`config.mk`:
```
export PLATFORM = sky130hd
export DESIGN_NAME = muldiv_unit_flat
export DESIGN_NICKNAME = d
export VERILOG_FILES = /design/src/rtl/muldiv_unit_if.sv /design/src/rtl/muldiv_unit.sv /design/src/flat_wrapper.sv
export SDC_FILE = /design/constraint.sdc
export NUM_CORES = 1
export LEC_CHECK = 0
export ABC_CLOCK_PERIOD_IN_PS = 6700
export BUFFER_PORTS_ARGS = -buffer_cell sky130_fd_sc_hd__buf_4
export CAP_MARGIN = 20
export CORE_MARGIN = 2
export CORE_UTILIZATION = 50
export DETAILED_ROUTE_END_ITERATION = 7
export PLACE_DENSITY = 0.64
export SYNTH_ARGS = -nofsm -noshare
export SYNTH_HDL_FRONTEND = slang
export SYNTH_SLANG_ARGS = --single-unit
```
`constraint.sdc`:
```
create_clock -name clk -period 6.7 [get_ports clk]
set_input_delay 1.005 -clock clk [delete_from_list [all_inputs] [get_ports clk]]
set_output_delay 1.005 -clock clk [all_outputs]
set_load 0.01 [all_outputs]
```
`src/rtl/muldiv_unit_if.sv`:
```
// Request/response bundle between decode, the multiply/divide unit and the register-file write port.
// The master drives the request; the slave (the unit) returns status and the write request.
interface muldiv_unit_if #(
    parameter int unsigned XLEN = 32
);
    logic            start;
    logic            flush;
    logic [2:0]      funct3;
    logic [4:0]      rd_in;
    logic [XLEN-1:0] op_a;
    logic [XLEN-1:0] op_b;
    logic            busy;
    logic            done;
    logic [4:0]      rd;
    logic            we;
    logic [XLEN-1:0] wdata;

    modport master (
        output start, flush, funct3, rd_in, op_a, op_b,
        input  busy, done, rd, we, wdata
    );

    modport slave (
        input  start, flush, funct3, rd_in, op_a, op_b,
        output busy, done, rd, we, wdata
    );
endinterface

```
`src/rtl/muldiv_unit.sv`:
```
// Iterative RV32M multiply/divide unit: 32 shift-add or restoring-division steps on operand
// magnitudes, sign fix-up in DONE, then a single-cycle register-file write request.
module muldiv_unit #(
    parameter int unsigned XLEN = 32
) (
    input logic         clk,
    input logic         reset,
    muldiv_unit_if.slave bus
);
    typedef enum logic [1:0] {StIdle, StRun, StDone} state_e;

    state_e          state;
    logic [5:0]      cnt;
    logic [2:0]      f3;
    logic [4:0]      rd_lat;
    logic            neg;
    logic [XLEN-1:0] mag;      // multiplicand for MUL*, divisor for DIV*
    logic [2*XLEN-1:0] acc;    // product, or dividend/quotient in the low half
    logic [XLEN-1:0] rem;

    logic            signed_a, signed_b, a_neg, b_neg, start_neg;
    logic [XLEN-1:0] a_abs, b_abs;
    logic [XLEN:0]   mul_sum, div_shift;
    logic [XLEN-1:0] div_sub;
    logic            div_ge;
    logic [2*XLEN-1:0] prod;
    logic [XLEN-1:0] quo, rmd, result;

    always_comb begin
        signed_a = 1'b0;
        signed_b = 1'b0;
        case (bus.funct3)
            3'd0, 3'd1, 3'd4, 3'd6: begin
                signed_a = 1'b1;
                signed_b = 1'b1;
            end
            3'd2:    signed_a = 1'b1;
            default: ;
        endcase
        a_neg = signed_a & bus.op_a[XLEN-1];
        b_neg = signed_b & bus.op_b[XLEN-1];
        a_abs = a_neg ? -bus.op_a : bus.op_a;
        b_abs = b_neg ? -bus.op_b : bus.op_b;
        // A zero divisor must yield all-ones for DIV too, so never negate that quotient.
        if (bus.funct3[2] && bus.funct3[1]) begin
            start_neg = a_neg;
        end else if (bus.funct3[2]) begin
            start_neg = (a_neg ^ b_neg) & (bus.op_b != '0);
        end else begin
            start_neg = a_neg ^ b_neg;
        end

        mul_sum   = {1'b0, acc[2*XLEN-1:XLEN]} + (acc[0] ? {1'b0, mag} : '0);
        div_shift = {rem, acc[XLEN-1]};
        div_ge    = div_shift >= {1'b0, mag};
        div_sub   = div_shift[XLEN-1:0] - mag;

        prod = neg ? -acc : acc;
        quo  = neg ? -acc[XLEN-1:0] : acc[XLEN-1:0];
        rmd  = neg ? -rem : rem;
        case (f3)
            3'd0:             result = prod[XLEN-1:0];
            3'd1, 3'd2, 3'd3: result = prod[2*XLEN-1:XLEN];
            3'd4, 3'd5:       result = quo;
            default:          result = rmd;
        endcase
    end

    always_ff @(posedge clk or posedge reset) begin
        if (reset) begin
            state     <= StIdle;
            cnt       <= '0;
            f3        <= '0;
            rd_lat    <= '0;
            neg       <= 1'b0;
            mag       <= '0;
            acc       <= '0;
            rem       <= '0;
            bus.busy  <= 1'b0;
            bus.done  <= 1'b0;
            bus.we    <= 1'b0;
            bus.rd    <= '0;
            bus.wdata <= '0;
        end else if (bus.flush) begin
            state    <= StIdle;
            bus.busy <= 1'b0;
            bus.done <= 1'b0;
            bus.we   <= 1'b0;
        end else begin
            case (state)
                StIdle: begin
                    bus.done <= 1'b0;
                    bus.we   <= 1'b0;
                    bus.busy <= bus.start;
                    if (bus.start) begin
                        state  <= StRun;
                        cnt    <= '0;
                        f3     <= bus.funct3;
                        rd_lat <= bus.rd_in;
                        neg    <= start_neg;
                        rem    <= '0;
                        mag    <= bus.funct3[2] ? b_abs : a_abs;
                        acc    <= {{XLEN{1'b0}}, (bus.funct3[2] ? a_abs : b_abs)};
                    end
                end
                StRun: begin
                    if (f3[2]) begin
                        rem <= div_ge ? div_sub : div_shift[XLEN-1:0];
                        acc <= {acc[2*XLEN-1:XLEN], acc[XLEN-2:0], div_ge};
                    end else begin
                        acc <= {mul_sum, acc[XLEN-1:1]};
                    end
                    cnt <= cnt + 6'd1;
                    if (cnt == 6'd31) begin
                        state <= StDone;
                    end
                end
                StDone: begin
                    // busy stays high through the result cycle; IDLE clears it a cycle later.
                    bus.wdata <= result;
                    bus.rd    <= rd_lat;
                    bus.done  <= 1'b1;
                    bus.we    <= (rd_lat != 5'd0);
                    state     <= StIdle;
                end
                default: state <= StIdle;
            endcase
        end
    end
endmodule

```
`src/flat_wrapper.sv`:
```
// flat-port wrapper written by rule: the top's interface ports become plain ports
module muldiv_unit_flat 
#(
    parameter int unsigned XLEN = 32
)
  (clk, reset, bus_start, bus_flush, bus_funct3, bus_rd_in, bus_op_a, bus_op_b, bus_busy, bus_done, bus_rd, bus_we, bus_wdata);
  muldiv_unit_if #(.XLEN(XLEN)) bus_i ();
  input logic clk;
  input logic reset;
  input wire logic [$bits(bus_i.start)-1:0] bus_start;
  input wire logic [$bits(bus_i.flush)-1:0] bus_flush;
  input wire logic [$bits(bus_i.funct3)-1:0] bus_funct3;
  input wire logic [$bits(bus_i.rd_in)-1:0] bus_rd_in;
  input wire logic [$bits(bus_i.op_a)-1:0] bus_op_a;
  input wire logic [$bits(bus_i.op_b)-1:0] bus_op_b;
  output wire logic [$bits(bus_i.busy)-1:0] bus_busy;
  output wire logic [$bits(bus_i.done)-1:0] bus_done;
  output wire logic [$bits(bus_i.rd)-1:0] bus_rd;
  output wire logic [$bits(bus_i.we)-1:0] bus_we;
  output wire logic [$bits(bus_i.wdata)-1:0] bus_wdata;
  assign bus_i.start = bus_start;
  assign bus_i.flush = bus_flush;
  assign bus_i.funct3 = bus_funct3;
  assign bus_i.rd_in = bus_rd_in;
  assign bus_i.op_a = bus_op_a;
  assign bus_i.op_b = bus_op_b;
  assign bus_busy = bus_i.busy;
  assign bus_done = bus_i.done;
  assign bus_rd = bus_i.rd;
  assign bus_we = bus_i.we;
  assign bus_wdata = bus_i.wdata;
  muldiv_unit #(.XLEN(XLEN)) u_core (.clk(clk), .reset(reset), .bus(bus_i));
endmodule
```
# After elaboration in Yosys (flattened, before gate mapping)
# Cells that the tools add are included.
# Widths: inputs -> output; s select.
op_classes:
  n_mux: 32
  n_eq_ne: 17
  add_sub_neg: 8
  magnitude_cmp: 1
  n_reduce_logical: 19
  n_bitwise: 5
ops:
  columns: ["op", "count"]
  rows:
  - ["$mux 32", 10]
  - ["$mux 64", 3]
  - ["$neg 32->32", 4]
  - ["$pmux 64 s2", 1]
  - ["$pmux 32 s3", 1]
  - ["$neg 64->64", 1]
  - ["$pmux 32 s2", 1]
  - ["$add 32x33->33", 1]
  - ["$ge 33x32->1", 1]
  - ["$reduce_bool 32->1", 1]
  - ["$sub 32x32->32", 1]
  - ["$eq 3x3->1 const B", 4]
  - ["$pmux 6 s2", 1]
  - ["$eq 3x2->1 const B", 3]
  - ["$mux 1", 8]
  - ["$reduce_and 4->1", 2]
  - ["$add 6x1->6 const B", 1]
  - ["$eq 3x1->1 const B", 2]
  - ["$eq 6x5->1 const B", 1]
  - ["$logic_not 3->1", 2]
  - ["$mux 2", 3]
  - ["$mux 6", 1]
  - ["$reduce_and 3->1", 2]
  - ["$reduce_bool 5->1", 1]
  - ["other kinds (20)", 26]
totals:
  ff_bits: 185

# Longest topological paths before layout
depth:
  word_depth: 8
  ltp_mapped: 14

# Worst setup path after synthesis
# No wires, ideal clock.
synth_timing:
  kind: "input to register"
  start: "input bus_op_b[12]"
  end: "register u_core.acc[21]"
  path_stages: 8
  t_arrival_ns: 3.454
  setup_time_ns: 0.065
  slack_ns: 3.181
  cell_sequence: "or4_1 > or4b_2 > or3_1 > o41ai_1 > xnor2_1 > nor2_1 > a211oi_1 > o22a_1"
synth_between:
  elab_chain_cells: 5
synth_rtl:
  columns: ["element", "line_no", "source"]
  rows:
  - ["start: declaration", "flat_wrapper.sv:15", "input wire logic [$bits(bus_i.op_b)-1:0] bus_op_b;"]
  - ["$neg 32->32", "muldiv_unit.sv:43", "b_abs = b_neg ? -bus.op_b : bus.op_b;"]
  - ["$mux 32", "muldiv_unit.sv:43", null]
  - ["$mux 32", "muldiv_unit.sv:103", "acc <= {{XLEN{1'b0}}, (bus.funct3[2] ? a_abs : b_abs)};"]
  - ["$mux 64", "muldiv_unit.sv:95", "if (bus.start) begin"]
  - ["$pmux 64 s2", "muldiv_unit.sv:90", "case (state)"]
  - ["end signal: assignment", "muldiv_unit.sv:103", null]
  - ["end signal: assignment", "muldiv_unit.sv:109", "acc <= {acc[2*XLEN-1:XLEN], acc[XLEN-2:0], div_ge};"]
  - ["end signal: assignment", "muldiv_unit.sv:111", "acc <= {mul_sum, acc[XLEN-1:1]};"]
  - ["end: declaration", "muldiv_unit.sv:18", "logic [2*XLEN-1:0] acc;"]
# Every way passes these cells. The select of a mux whose other input is x is not followed.
# A chain may end at the register's enable or synchronous reset.

# Worst setup path in the final report
layout_timing:
  start: "register u_core.mag[8]"
  end: "register u_core.rem[23]"
layout_between:
  elab_chain_cells: 4
  elab_cells_between_ends: 5
layout_rtl:
  columns: ["element", "line_no", "source"]
  rows:
  - ["start: declaration", "muldiv_unit.sv:17", "logic [XLEN-1:0] mag;"]
  - ["start signal: assignment", "muldiv_unit.sv:102", "mag <= bus.funct3[2] ? b_abs : a_abs;"]
  - ["$sub 32x32->32 or $ge 33x32->1 (tied branches)", "muldiv_unit.sv:56, muldiv_unit.sv:55", null]
  - ["$mux 32 *", "muldiv_unit.sv:108", "rem <= div_ge ? div_sub : div_shift[XLEN-1:0];"]
  - ["$mux 32 *", "muldiv_unit.sv:107", "if (f3[2]) begin"]
  - ["$pmux 32 s2 *", "muldiv_unit.sv:90", null]
  - ["end signal: assignment", "muldiv_unit.sv:108", null]
  - ["end: declaration", "muldiv_unit.sv:19", "logic [XLEN-1:0] rem;"]
# Mark *: on every way between the ends. The rest lies on a longest branch, timed or not. The select of a mux whose other input is x is not followed.

==> run_results.csv <==
group,metric,value,unit
clock_tree,holdBufCountCts,0,
power_and_ir_drop,power.share.switching,46.7,%
clock_tree,ctsHtreeMaxLevel,4,
timing,fmax,239,MHz
power_and_ir_drop,finalPower,0.00525,W
hold_path,hp-start,"u_core.bus.wdata[1]",
power_and_ir_drop,p_comb_share,47.8,%
cells_and_area,regArea,4630,sq um
timing,maxSlewViolCount,0,
detailed_routing,route.detailed.vias_per_inst,6.06,
cells_and_area,final_common_cell,"nand2_1",
placed_design,port_buffers,115,
global_route,antenna_found_initial,0,
timing,worst_pin_slew,1.14,ns
setup_path,critPathKind,"reg2reg",
yosys,synth_seq_cells,185,
timing,relSlewSlack,23.9,%
yosys,synthTopCellsByArea,"dfrtp_1, o21ai_0, nand2_1",
yosys,syn-cell-area,15400,sq um
setup_path,r2r_setup_slack,2.52,ns
placed_design,dp_slack,2.58,ns
timing,finalWorstSetupSlack,2.52,ns
hold_path,hold_depth,2,
setup_path,cp_max_fo,39,
setup_path,r2r_cells,11,
yosys,synth-edff-count,0,
cells_and_area,area_growth,11.0,%
clock_tree,cts_root_buffer,"clkbuf_16",
power_and_ir_drop,clock_power_share,19.4,%
power_and_ir_drop,p_seq_share,32.8,%
global_route,grt_usage,30.8,%
placed_design,gp_congestion,0.959,
setup_path,rr_endpoint,"u_core.rem[23]",
yosys,async_flop_share,100,%
detailed_routing,drcViolationCount,0,
power_and_ir_drop,leakage,7.41,nW
die,start_util,50.6,%
power_and_ir_drop,ir_drop,0.210,mV
yosys,avgSynthCellArea,7.88,sq um
run_status,outcome,"completed",
timing,tns,0,ns
detailed_routing,ant_nets,0,
setup_path,cp_data_required_time,7.00,ns
die,coreArea,30400,sq um
cells_and_area,final_nets,2143,
timing,setup_viol,0,
die,die_w,179,microns
timing,finalHoldViolCount,0,
global_route,grt_first_pass_wirelength,78.5,mm
setup_path,worstSetupEndpointType,"flop",
die,row_count,64,
yosys,synth.distinct_cells,74,
power_and_ir_drop,p_sw,0.00245,W
yosys,netlist_instances,1952,
detailed_routing,routedWlPerCell,20.6,microns
global_route,overflow,0,
timing,fin_crit_sh,62.4,%
timing,rsz0062_at_grt,"no",
yosys,synthesis.nets,2099,
flow_run,maxCapViolCount,0,
cells_and_area,nFillCells,2925,
clock_tree,cts_made_buffers,17,
timing,layout_min_cycle_time,4.18,ns
setup_path,reg2reg_from,"u_core.mag[8]",
yosys,synth.yosys.seq_area_share,30.1,%
placed_design,place_area,16500,sq um
timing,finClkSkew,0.0144,ns
clock_tree,post-cts-setup-buffers,0,
die,dieArea,32200,sq um
detailed_routing,drtPass1Iterations,6,
detailed_routing,drtIter0Drc,1320,
detailed_routing,drt-total-wl,49.6,mm
yosys,synth-main-ff-cell,"dfrtp_1",
cells_and_area,multiInputGateArea,10100,sq um
cells_and_area,final_cell_mix,"nand2_1, o21ai_0, dfrtp_1, nor2_1, buf_4",
die,die_h,179,microns
cells_and_area,drive_above_1_share,10.7,%
yosys,yosysWarnings,0,
setup_path,critPathLaunchType,"flop",
clock_tree,cts_buffer_depth,2,
detailed_routing,vias,14582,
die,ios,116,
yosys,synth_top_area_share,30.1,%
cells_and_area,antenna_cells,0,
global_route,grt_max_degree,125,
cells_and_area,fin_area,17100,sq um
clock_tree,clk_latency,0.46,ns
setup_path,crit_arrival,4.48,ns
clock_tree,cts.sinks,185,
power_and_ir_drop,power.density,307,nW/um^2
hold_path,hp-class,"reg2reg",
yosys,yosysTopAreaCell,"dfrtp_1",
global_route,grt_pass1_vias,13790,
placed_design,hpwl,38.1,mm
hold_path,holdPathEnd,"u_core.bus.wdata[1]",
clock_tree,cts_tree,"done",
power_and_ir_drop,internal_power,0.00280,W
clock_tree,cts_resized,0,
clock_tree,clk_pin_slew,0.08,ns
-- layer usage --
| metal | vias to the layer above | global-route usage, % | wire length (microns) |
|---|---|---|---|
| met5 | - | 0 | 0 |
| met4 | 0 | 18.1 | 3100 |
| met3 | 120 | 4.01 | 2900 |
| met2 | 513 | 46.8 | 21500 |
| met1 | 6865 | 42.0 | 22100 |
| li1 | 7084 | - | - |
-- critical path: stages, from the launching register on --
cell and delay (ns):
dfrtp_1 0.39, inv_1 0.23, ha_1 0.35, a21oi_1 0.27
o21ai_0 0.17, nor4_1 0.28, o21ai_0 0.28, o41ai_1 0.95
a21oi_4 0.07, buf_4 0.33, nand2_1 0.47, o221ai_1 0.21
-- flip-flops by register name, summed over array words and instances, names as in the netlist, 2 cells and up --
name	flops
u_core.cnt	6
u_core.f3	3
u_core.bus.wdata	32
u_core.state	2
u_core.rd_lat	5
u_core.rem	32
u_core.acc	64
u_core.bus.rd	5
u_core.mag	32
-- area by class of cell --
cell class	instances	area share (%)
tap	396	2.90
sequential	185	27.1
clock inverter	12	0.725
clock buffer	20	2.67
multi-input combinational	1589	59.2
inverter	69	1.56
timing repair buffer	134	5.89
-- synth_stat cells (21+ instances only) --
master    number
ha_1          69
clkbuf_1      98
o31ai_1       46
nor2_1       170
xor2_1       114
or3_1         24
dfrtp_1      185
nor3_1        37
xnor2_1       89
a21o_1        23
nand3_1       21
o21ai_0      225
a21oi_1      131
nand2_1      283
mux2i_1       51
inv_1         69
-- worst max-delay path by stage --
stage                             start             end  slack, ns
after floorplan                   reset   u_core.acc[0]       0.67
after global placement    u_core.mag[8]   u_core.acc[0]       2.59
after detailed placement  u_core.acc[0]  u_core.acc[62]       2.58
after CTS                 u_core.acc[0]  u_core.acc[62]       2.55
after global routing      u_core.mag[8]  u_core.rem[23]       2.24
final                     u_core.mag[8]  u_core.rem[23]       2.52
-- cell families (layout without fill, tap and decap cells) --
family          count (synthesis)  count (layout)  synth area share, %
compound gates                612             612                 25.0
xor+xnor                      203             203                 11.6
fa+ha+maj                      71              71                 5.87
buf+inv                       178             235                 4.47
flops                         185             185                 30.1
mux                            59              59                 3.90
simple gates                  644             644                 19.1
-- metrics by stage --
step | hold WS, ns | instances | utilization, %
global placement | 0.456 | 2372 | 54.2
detailed placement | 0.461 | 2373 | 54.3
global route | 0.504 | 2405 | 56.2
floorplan | 0.449 | 1952 | -
finish | 0.477 | 2405 | 56.2
CTS | 0.478 | 2405 | 56.2
-- power by group through the flow --
stage / Sequential, W / Clock [W] / Combinational (W)
global placement: 0.00172 / 0 / 0.00242
detailed placement: 0.00173 / 0 / 0.00245
global route: 0.00174 / 0.00109 / 0.00275
finish: 0.00172 / 0.00102 / 0.00251
CTS: 0.00170 / 0.00104 / 0.00246
floorplan: 0.00155 / 0 / 0.00183
Power figures use the tool's default switching activity.
